File: config.mk
export PLATFORM = sky130hd
export DESIGN_NAME = cache_axi_rd_arbiter_flat
export DESIGN_NICKNAME = d
export VERILOG_FILES = /design/src/rtl/cache_axi_rd_arbiter_pkg.sv /design/src/rtl/cache_axi_rd_arbiter_if.sv /design/src/rtl/cache_axi_rd_arbiter.sv /design/src/flat_wrapper.sv
export SDC_FILE = /design/constraint.sdc
export NUM_CORES = 1
export LEC_CHECK = 0
export ABC_AREA = 0
export BUFFER_PORTS_ARGS = -buffer_cell sky130_fd_sc_hd__buf_2
export CORE_AREA = 2 2 85 87
export DETAILED_ROUTE_END_ITERATION = 8
export DIE_AREA = 0 0 87 89
export PLACE_DENSITY = 0.89
export SYNTH_ARGS = -nofsm -noshare
export SYNTH_HDL_FRONTEND = slang
export SYNTH_SLANG_ARGS = --single-unit
export TNS_END_PERCENT = 1
File: constraint.sdc
create_clock -name clk -period 4.85 [get_ports clk]
set_input_delay 0.485 -clock clk [delete_from_list [all_inputs] [get_ports clk]]
set_output_delay 0.485 -clock clk [all_outputs]
set_load 0.05 [all_outputs]
File: src/rtl/cache_axi_rd_arbiter_pkg.sv
// Shared definitions for the cache AXI read arbiter.
// Contents: FSM state encoding, owner encoding, default transaction IDs,
// burst-length constants, fixed AR attributes and a line-address helper.
package cache_axi_rd_arbiter_pkg;

    typedef enum logic [1:0] {
        ST_IDLE = 2'd0,
        ST_AR   = 2'd1,
        ST_DATA = 2'd2
    } state_t;

    typedef enum logic {
        OWN_IC = 1'b0,
        OWN_DC = 1'b1
    } owner_t;

    localparam int          ID_W             = 4;
    localparam int          LINE_ADDR_W      = 28;
    localparam int          DEF_LINE_WORDS   = 4;
    localparam logic [3:0]  DEF_IC_ID        = 4'd0;
    localparam logic [3:0]  DEF_DC_ID        = 4'd1;
    localparam logic [7:0]  LEN_LINE         = 8'(DEF_LINE_WORDS - 1);
    localparam logic [7:0]  LEN_WORD         = 8'd0;

    // Every beat is a 32-bit word in an incrementing burst.
    localparam logic [2:0]  ARSIZE_WORD      = 3'b010;
    localparam logic [1:0]  ARBURST_INCR     = 2'b01;

    // 16-byte lines: the line address drops the 4 offset bits.
    function automatic logic [LINE_ADDR_W-1:0] line_of(input logic [31:0] addr);
        return addr[31:4];
    endfunction

endpackage

File: src/rtl/cache_axi_rd_arbiter_if.sv
// AXI read-address / read-data channel bundle.
// master : drives AR channel and rready (the arbiter)
// slave  : drives arready and the R channel (the AXI bridge / memory side)
interface cache_axi_rd_arbiter_if;
    import cache_axi_rd_arbiter_pkg::*;

    logic [ID_W-1:0] arid;
    logic [31:0]     araddr;
    logic [7:0]      arlen;
    logic [2:0]      arsize;
    logic [1:0]      arburst;
    logic            arvalid;
    logic            arready;
    logic [31:0]     rdata;
    logic            rlast;
    logic            rvalid;
    logic            rready;

    modport master (
        output arid, araddr, arlen, arsize, arburst, arvalid, rready,
        input  arready, rdata, rlast, rvalid
    );

    modport slave (
        input  arid, araddr, arlen, arsize, arburst, arvalid, rready,
        output arready, rdata, rlast, rvalid
    );

endinterface

File: src/rtl/cache_axi_rd_arbiter.sv
// Arbitrates the single AXI read channel between ICache refills and DCache
// refill / uncached loads. One transaction outstanding; DCache has strict
// priority; a request whose line is still being written back is held off.
//
// Ports:
//   clk, resetn                 clock, synchronous active-low reset
//   ic_rd_req/addr, ic_rd_rdy   ICache line-read request and accept strobe
//   ic_ret_valid/last           ICache return beat qualifiers
//   dc_rd_req/type/addr         DCache request (type 1 = line, 0 = word)
//   dc_rd_rdy                   DCache accept strobe
//   dc_ret_valid/last           DCache return beat qualifiers
//   ret_data                    shared return data
//   wb_busy, wb_line            outstanding write-back and its line address
//   axi                         AXI AR/R channels (master side)
//
// State | Meaning
// IDLE  | no transaction; arbitrate and accept one request
// AR    | arvalid high with latched id/addr/len, waiting for arready
// DATA  | rready high, beats routed to the owner until rlast
module cache_axi_rd_arbiter
    import cache_axi_rd_arbiter_pkg::*;
#(
    parameter int         LINE_WORDS = DEF_LINE_WORDS,
    parameter logic [3:0] IC_ID      = DEF_IC_ID,
    parameter logic [3:0] DC_ID      = DEF_DC_ID
) (
    input  logic                   clk,
    input  logic                   resetn,

    input  logic                   ic_rd_req,
    input  logic [31:0]            ic_rd_addr,
    output logic                   ic_rd_rdy,
    output logic                   ic_ret_valid,
    output logic                   ic_ret_last,

    input  logic                   dc_rd_req,
    input  logic                   dc_rd_type,
    input  logic [31:0]            dc_rd_addr,
    output logic                   dc_rd_rdy,
    output logic                   dc_ret_valid,
    output logic                   dc_ret_last,

    output logic [31:0]            ret_data,

    input  logic                   wb_busy,
    input  logic [LINE_ADDR_W-1:0] wb_line,

    cache_axi_rd_arbiter_if.master axi
);

    localparam logic [7:0] LEN_LINE_P = 8'(LINE_WORDS - 1);

    state_t      state_q, state_d;
    owner_t      owner_q;
    logic [31:0] addr_q;
    logic [7:0]  len_q;

    logic        cand_dc;
    logic        cand_valid;
    logic [31:0] cand_addr;
    logic [7:0]  cand_len;
    logic        blocked;
    logic        accept;

    // Candidate selection: DCache first. A blocked DCache request still
    // owns the slot, so ICache cannot slip past it.
    always_comb begin
        cand_dc    = dc_rd_req;
        cand_valid = dc_rd_req | ic_rd_req;
        cand_addr  = dc_rd_req ? dc_rd_addr : ic_rd_addr;
        cand_len   = LEN_LINE_P;
        if (dc_rd_req && !dc_rd_type) begin
            cand_len = LEN_WORD;
        end
        blocked    = wb_busy && (wb_line == line_of(cand_addr));
        // Gating with resetn keeps the accept strobes low while in reset.
        accept     = (state_q == ST_IDLE) && cand_valid && !blocked && resetn;
    end

    always_ff @(posedge clk) begin
        if (!resetn) begin
            state_q <= ST_IDLE;
            owner_q <= OWN_IC;
            addr_q  <= 32'd0;
            len_q   <= 8'd0;
        end else begin
            state_q <= state_d;
            if (accept) begin
                owner_q <= cand_dc ? OWN_DC : OWN_IC;
                addr_q  <= cand_addr;
                len_q   <= cand_len;
            end
        end
    end

    always_comb begin
        state_d = state_q;
        unique case (state_q)
            ST_IDLE: if (accept)                       state_d = ST_AR;
            ST_AR:   if (axi.arready)                  state_d = ST_DATA;
            ST_DATA: if (axi.rvalid && axi.rlast)      state_d = ST_IDLE;
            default:                                   state_d = ST_IDLE;
        endcase
    end

    always_comb begin
        dc_rd_rdy    = accept && cand_dc;
        ic_rd_rdy    = accept && !cand_dc;

        axi.arvalid  = (state_q == ST_AR);
        axi.arid     = (owner_q == OWN_DC) ? DC_ID : IC_ID;
        axi.araddr   = addr_q;
        axi.arlen    = len_q;
        axi.arsize   = ARSIZE_WORD;
        axi.arburst  = ARBURST_INCR;
        axi.rready   = (state_q == ST_DATA);

        ic_ret_valid = axi.rready && (owner_q == OWN_IC) && axi.rvalid;
        dc_ret_valid = axi.rready && (owner_q == OWN_DC) && axi.rvalid;
        ic_ret_last  = ic_ret_valid && axi.rlast;
        dc_ret_last  = dc_ret_valid && axi.rlast;
        ret_data     = axi.rdata;
    end

endmodule
File: src/flat_wrapper.sv
// flat-port wrapper written by rule: the top's interface ports become plain ports
module cache_axi_rd_arbiter_flat import cache_axi_rd_arbiter_pkg::*;
#(
    parameter int         LINE_WORDS = DEF_LINE_WORDS,
    parameter logic [3:0] IC_ID      = DEF_IC_ID,
    parameter logic [3:0] DC_ID      = DEF_DC_ID
)
  (clk, resetn, ic_rd_req, ic_rd_addr, ic_rd_rdy, ic_ret_valid, ic_ret_last, dc_rd_req, dc_rd_type, dc_rd_addr, dc_rd_rdy, dc_ret_valid, dc_ret_last, ret_data, wb_busy, wb_line, axi_arid, axi_araddr, axi_arlen, axi_arsize, axi_arburst, axi_arvalid, axi_rready, axi_arready, axi_rdata, axi_rlast, axi_rvalid);
  cache_axi_rd_arbiter_if axi_i ();
  input  logic clk;
  input  logic resetn;
  input  logic ic_rd_req;
  input  logic [31:0] ic_rd_addr;
  output logic ic_rd_rdy;
  output logic ic_ret_valid;
  output logic ic_ret_last;
  input  logic dc_rd_req;
  input  logic dc_rd_type;
  input  logic [31:0] dc_rd_addr;
  output logic dc_rd_rdy;
  output logic dc_ret_valid;
  output logic dc_ret_last;
  output logic [31:0] ret_data;
  input  logic wb_busy;
  input  logic [LINE_ADDR_W-1:0] wb_line;
  output wire logic [$bits(axi_i.arid)-1:0] axi_arid;
  output wire logic [$bits(axi_i.araddr)-1:0] axi_araddr;
  output wire logic [$bits(axi_i.arlen)-1:0] axi_arlen;
  output wire logic [$bits(axi_i.arsize)-1:0] axi_arsize;
  output wire logic [$bits(axi_i.arburst)-1:0] axi_arburst;
  output wire logic [$bits(axi_i.arvalid)-1:0] axi_arvalid;
  output wire logic [$bits(axi_i.rready)-1:0] axi_rready;
  input wire logic [$bits(axi_i.arready)-1:0] axi_arready;
  input wire logic [$bits(axi_i.rdata)-1:0] axi_rdata;
  input wire logic [$bits(axi_i.rlast)-1:0] axi_rlast;
  input wire logic [$bits(axi_i.rvalid)-1:0] axi_rvalid;
  assign axi_arid = axi_i.arid;
  assign axi_araddr = axi_i.araddr;
  assign axi_arlen = axi_i.arlen;
  assign axi_arsize = axi_i.arsize;
  assign axi_arburst = axi_i.arburst;
  assign axi_arvalid = axi_i.arvalid;
  assign axi_rready = axi_i.rready;
  assign axi_i.arready = axi_arready;
  assign axi_i.rdata = axi_rdata;
  assign axi_i.rlast = axi_rlast;
  assign axi_i.rvalid = axi_rvalid;
  cache_axi_rd_arbiter #(.LINE_WORDS(LINE_WORDS), .IC_ID(IC_ID), .DC_ID(DC_ID)) u_core (.clk(clk), .resetn(resetn), .ic_rd_req(ic_rd_req), .ic_rd_addr(ic_rd_addr), .ic_rd_rdy(ic_rd_rdy), .ic_ret_valid(ic_ret_valid), .ic_ret_last(ic_ret_last), .dc_rd_req(dc_rd_req), .dc_rd_type(dc_rd_type), .dc_rd_addr(dc_rd_addr), .dc_rd_rdy(dc_rd_rdy), .dc_ret_valid(dc_ret_valid), .dc_ret_last(dc_ret_last), .ret_data(ret_data), .wb_busy(wb_busy), .wb_line(wb_line), .axi(axi_i));
endmodule
* After elaboration in Yosys (flattened, before gate mapping)
Index checks and enable logic that the tools add are counted.
** Cells by class
- Multiply operators :: 0
- Equal/unequal tests :: 6
- $add $sub $neg :: 0
- Reduce and logical (&&, ||, !) cells :: 19
- Magnitude comparators :: 0
- Shift-type cells :: 0
- Multiplexer cells :: 8
- Bitwise logic cells :: 2
- Divide/modulo/power cells :: 0
** Operator list (count)
- 2-to-1 mux 32 bit :: 1
- equality test 28 bit :: 1
- logical AND 1 bit :: 14
- 2-to-1 mux 2 bit :: 4
- != test 2 x 1 -> 1 bit, second input constant :: 3
- one-hot mux 2 bit (3 select lines) :: 1
- logical NOT 1 bit :: 3
- AND reduction 3 bit :: 1
- equality test 2 x 1 -> 1 bit, second input constant :: 1
- equality test 2 bit, second input constant :: 1
- logical NOT 2 bit :: 1
- 2-to-1 mux 1 bit :: 2
- inverter 1 bit :: 1
- OR 1 bit :: 1
** Storage, ports and cells
- RAM bits :: 0
- Memories :: 0
- Latch bits :: 0
- Output and inout bits :: 89
- Flip-flop bits (word level) :: 43
- Memory bits (read-only) :: 0
- Logic and storage cells :: 39
- Input bits :: 133

* Depth between registers and ports, before layout
- Word-level depth :: 8
- Depth in mapped cells :: 11
- Mapped depth without buffers :: 7

* Least setup slack after synthesis
OpenSTA, ideal clock, no wires.
- Kind :: input -> output
- Start point :: input dc_rd_req
- End point :: output ic_rd_rdy
- Cell stages on the path :: 9
- Buffers on the path :: 5
- Arrival time :: 2.741 ns
- Setup slack :: 1.624 ns
- Required time :: 4.365 ns
- Cells stage by stage :: buf_6 > buf_6 > buf_6 > nor2_1 > nor4_1 > and2_1 > buf_4 > buf_6 > nor2b_1
** Between the ends
- Longest elaborated chain between the ends :: 7
- Elaborated cells between the ends (all ways) :: 10
- Those cells by class :: eq/ne: 1; mux: 1; bitwise: 1; reduce/logical: 7
** Ends and longest elaborated chain
- start: declaration :: RTL line flat_wrapper.sv:17 : input logic dc_rd_req;
- 2-to-1 mux 32 bit :: RTL line cache_axi_rd_arbiter.sv:70 : cand_addr = dc_rd_req ? dc_rd_addr : ic_rd_addr;
- equality test 28 bit :: RTL line cache_axi_rd_arbiter.sv:75 : blocked = wb_busy && (wb_line == line_of(cand_addr));
- logical AND 1 bit :: RTL line cache_axi_rd_arbiter.sv:75
- logical NOT 1 bit :: RTL line cache_axi_rd_arbiter.sv:77 : accept = (state_q == ST_IDLE) && cand_valid && !blocked && resetn;
- logical AND 1 bit (2 in a row) :: RTL line cache_axi_rd_arbiter.sv:77
- logical AND 1 bit * :: RTL line cache_axi_rd_arbiter.sv:108 : ic_rd_rdy = accept && !cand_dc;
- end: declaration :: RTL line flat_wrapper.sv:14 : output logic ic_rd_rdy;
Every way passes the cells marked *; elsewhere a longest branch is shown, timed or not.

* Final worst setup path
Ends and elaborated chain as after synthesis.

==> flow_summary.yaml <==
floorplanning:
  core_area_mm2: 0.00672
  start_util: 0.353
  std_cell_rows: 30
  die_x_um: 87
  die_area_mm2: 0.00774
  fp.dieH_um: 89
  boundaryPins: 222
layout:
  fin_nets: 495
  final_util: 0.430
  final_cells: 443
  antenna_cells: 0
  synthToLayoutAreaGrowth_pct: 21.8
  drive_gt1_frac: 0.433
  final_cell_mix: "buf_2 (143), dfxtp_1 (36), a21oi_1 (33)"
  layout_commonest_cell: "buf_2"
clock_network:
  clk_latency_ps: 280
  cts_tree: "yes"
  h-tree-depth: 2
  hold_buffers: 0
  cts_sinks: 36
  cts.path.max_buffers: 2
  numCtsBuffers: 5
  cts_setup_buffers: 0
  cts_resized: 0
  clock-root-buffer: "clkbuf_8"
  clk_pin_slew_ps: 70
timing:
  fin_skew_ps: 1.45
  fmax_mhz: 273
  period_share: 0.757
  rsz0062_at_grt: "false"
  setup_tns_ps: 0
  setup_violations: 0
  tightest_slew_ps: 822
  slew_headroom: 0.452
  drv_slew: 0
  final_hold_viol_count: 0
  finalCriticalPeriod_ps: 3670
route:
  route.vias.total: 2233
  drt_iter0_markers: 84
  drc: 0
  routed_via_density: 5.04
  dr.pass1.iters: 4
  drtAntennaViolNets: 0
  wl_um: 7230
  routedWlPerCell_um: 16.3
setup_path:
  worstSetupPathType: "in -> out"
  cp-end-kind: "output port"
  rr_worst_depth: 4
  cp_max_fo: 36
  r2r_end: "u_core.axi.araddr[23]"
  r2r_slack_ps: 3300
  timing.rr.start: "u_core.state_q[1]"
  critPathLaunch: "dc_rd_req"
  endpoint: "ic_rd_rdy"
  required_ps: 4370
  worst_setup_path_start_kind: "input port"
  arrival_ps: 3180
power_and_ir_drop:
  power_density_mw_per_mm2: 309
  p_leak_uw: 0.00146
  vdd_drop_max_mv: 0.157
logic_synthesis:
  synth-edff-count: 0
  synth_seq_cells: 36
  synthFlopType: "dfxtp_1"
  ys_types: 26
  syn_area_mm2: 0.00237
  netlist_instances: 260
  synthArstFlopShare: 0
  seq_area_frac_synth: 0.304
  syn_area_per_cell_um2: 9.13
  ys_warn_count: 0
grt:
  antenna_found_initial: 0
  grt_pass1_wl_um: 11100
  track_usage: 0.185
  grt_max_degree: 37
  grt_overflow: 0
  grt_pass1_vias: 2203
place:
  port_buffers: 143
  dp.cells: 435
  dp_hpwl_um: 5750
  gp_congestion: 0.775
status:
  outcome: "completed"
flow_run:
  cap_violations: 0
min_path:
  worstHoldPathType: "in -> reg"
-- kinds of logic after synthesis --
family,Yosys count,share of synthesized area
compound gates,69,0.184
xor+xnor,28,0.103
mux,32,0.135
simple gates,26,0.0669
buf+inv,67,0.204
other cells,2,0.00316
flops,36,0.304
-- layer usage --
| layer | vias to the layer above | share of wire | track usage |
|---|---|---|---|
| met4 | 0 | 0.025 | 0.0682 |
| met1 | 1026 | 0.39 | 0.217 |
| met3 | 22 | 0.078 | 0.0388 |
| met2 | 120 | 0.50 | 0.333 |
| li1 | 1065 | - | - |
| met5 | - | 0 | 0 |
-- cells in the mapped netlist, types with 2 or more instances --
cell type	n	share of area
clkbuf_1	9	0.014
nand2_1	3	0.0047
nor2_1	3	0.0047
buf_4	50	0.16
nand4_1	3	0.0079
a21oi_1	33	0.070
buf_6	6	0.028
xor2_1	16	0.059
and2_1	3	0.0079
a211oi_1	32	0.10
conb_1	2	0.0032
nor4_1	4	0.011
dfxtp_1	36	0.30
nor2b_1	4	0.011
xnor2_1	12	0.044
and3_1	3	0.0079
mux2i_1	32	0.13
-- area by class of cell --
| class | count | area [um^2] |
|---|---|---|
| Inverter | 2 | 7.51 |
| Multi-Input combinational cell | 169 | 1220 |
| Clock buffer | 8 | 90.1 |
| Timing Repair Buffer | 148 | 753 |
| Sequential cell | 36 | 721 |
| Tap cell | 80 | 100 |
| Fill cell | 681 | 3830 |
-- metrics by stage --
step	hold WS, ps	cell area [um^2]	total power, uW	worst slack [ps]
2_1_floorplan	454	2420	666	1620
3_3_place_gp	495	2800	677	1250
3_5_place_dp	498	2800	681	1130
4_1_cts	438	2890	905	1130
5_1_grt	437	2890	940	1000
6_report	441	2890	894	1180
-- worst min-delay path by stage --
stage	startpoint	end	slack (ps)	depth (start not counted)
after floorplan	u_core.owner_q	u_core.owner_q	450	2
after global placement	u_core.owner_q	u_core.owner_q	500	2
after detailed placement	u_core.owner_q	u_core.owner_q	500	2
after CTS	resetn	u_core.state_q[0]	440	2
after global routing	resetn	u_core.state_q[0]	440	2
final	resetn	u_core.state_q[0]	440	2
-- state kept, by name (all words and copies together), names as in the netlist --
name               count
u_core.state_q         2
u_core.axi.araddr     32
u_core.owner_q         1
u_core.axi.arlen       1
-- power breakdown --
part,internal [uW],switching (uW),leakage [uW]
Combinational,103,229,0.00112
Clock,116,105,0.0000455
Sequential,324,16.6,0.000298
Total,543,351,0.00146
-- critical path: stages --
cell	delay (ps)
buf_2	630
mux2i_1	440
xnor2_1	110
nor4_1	360
and3_1	230
nand4_2	100
and2_1	190
buf_4	250
nor2b_1	170
buf_2	210
Power figures use the tool's default switching activity.
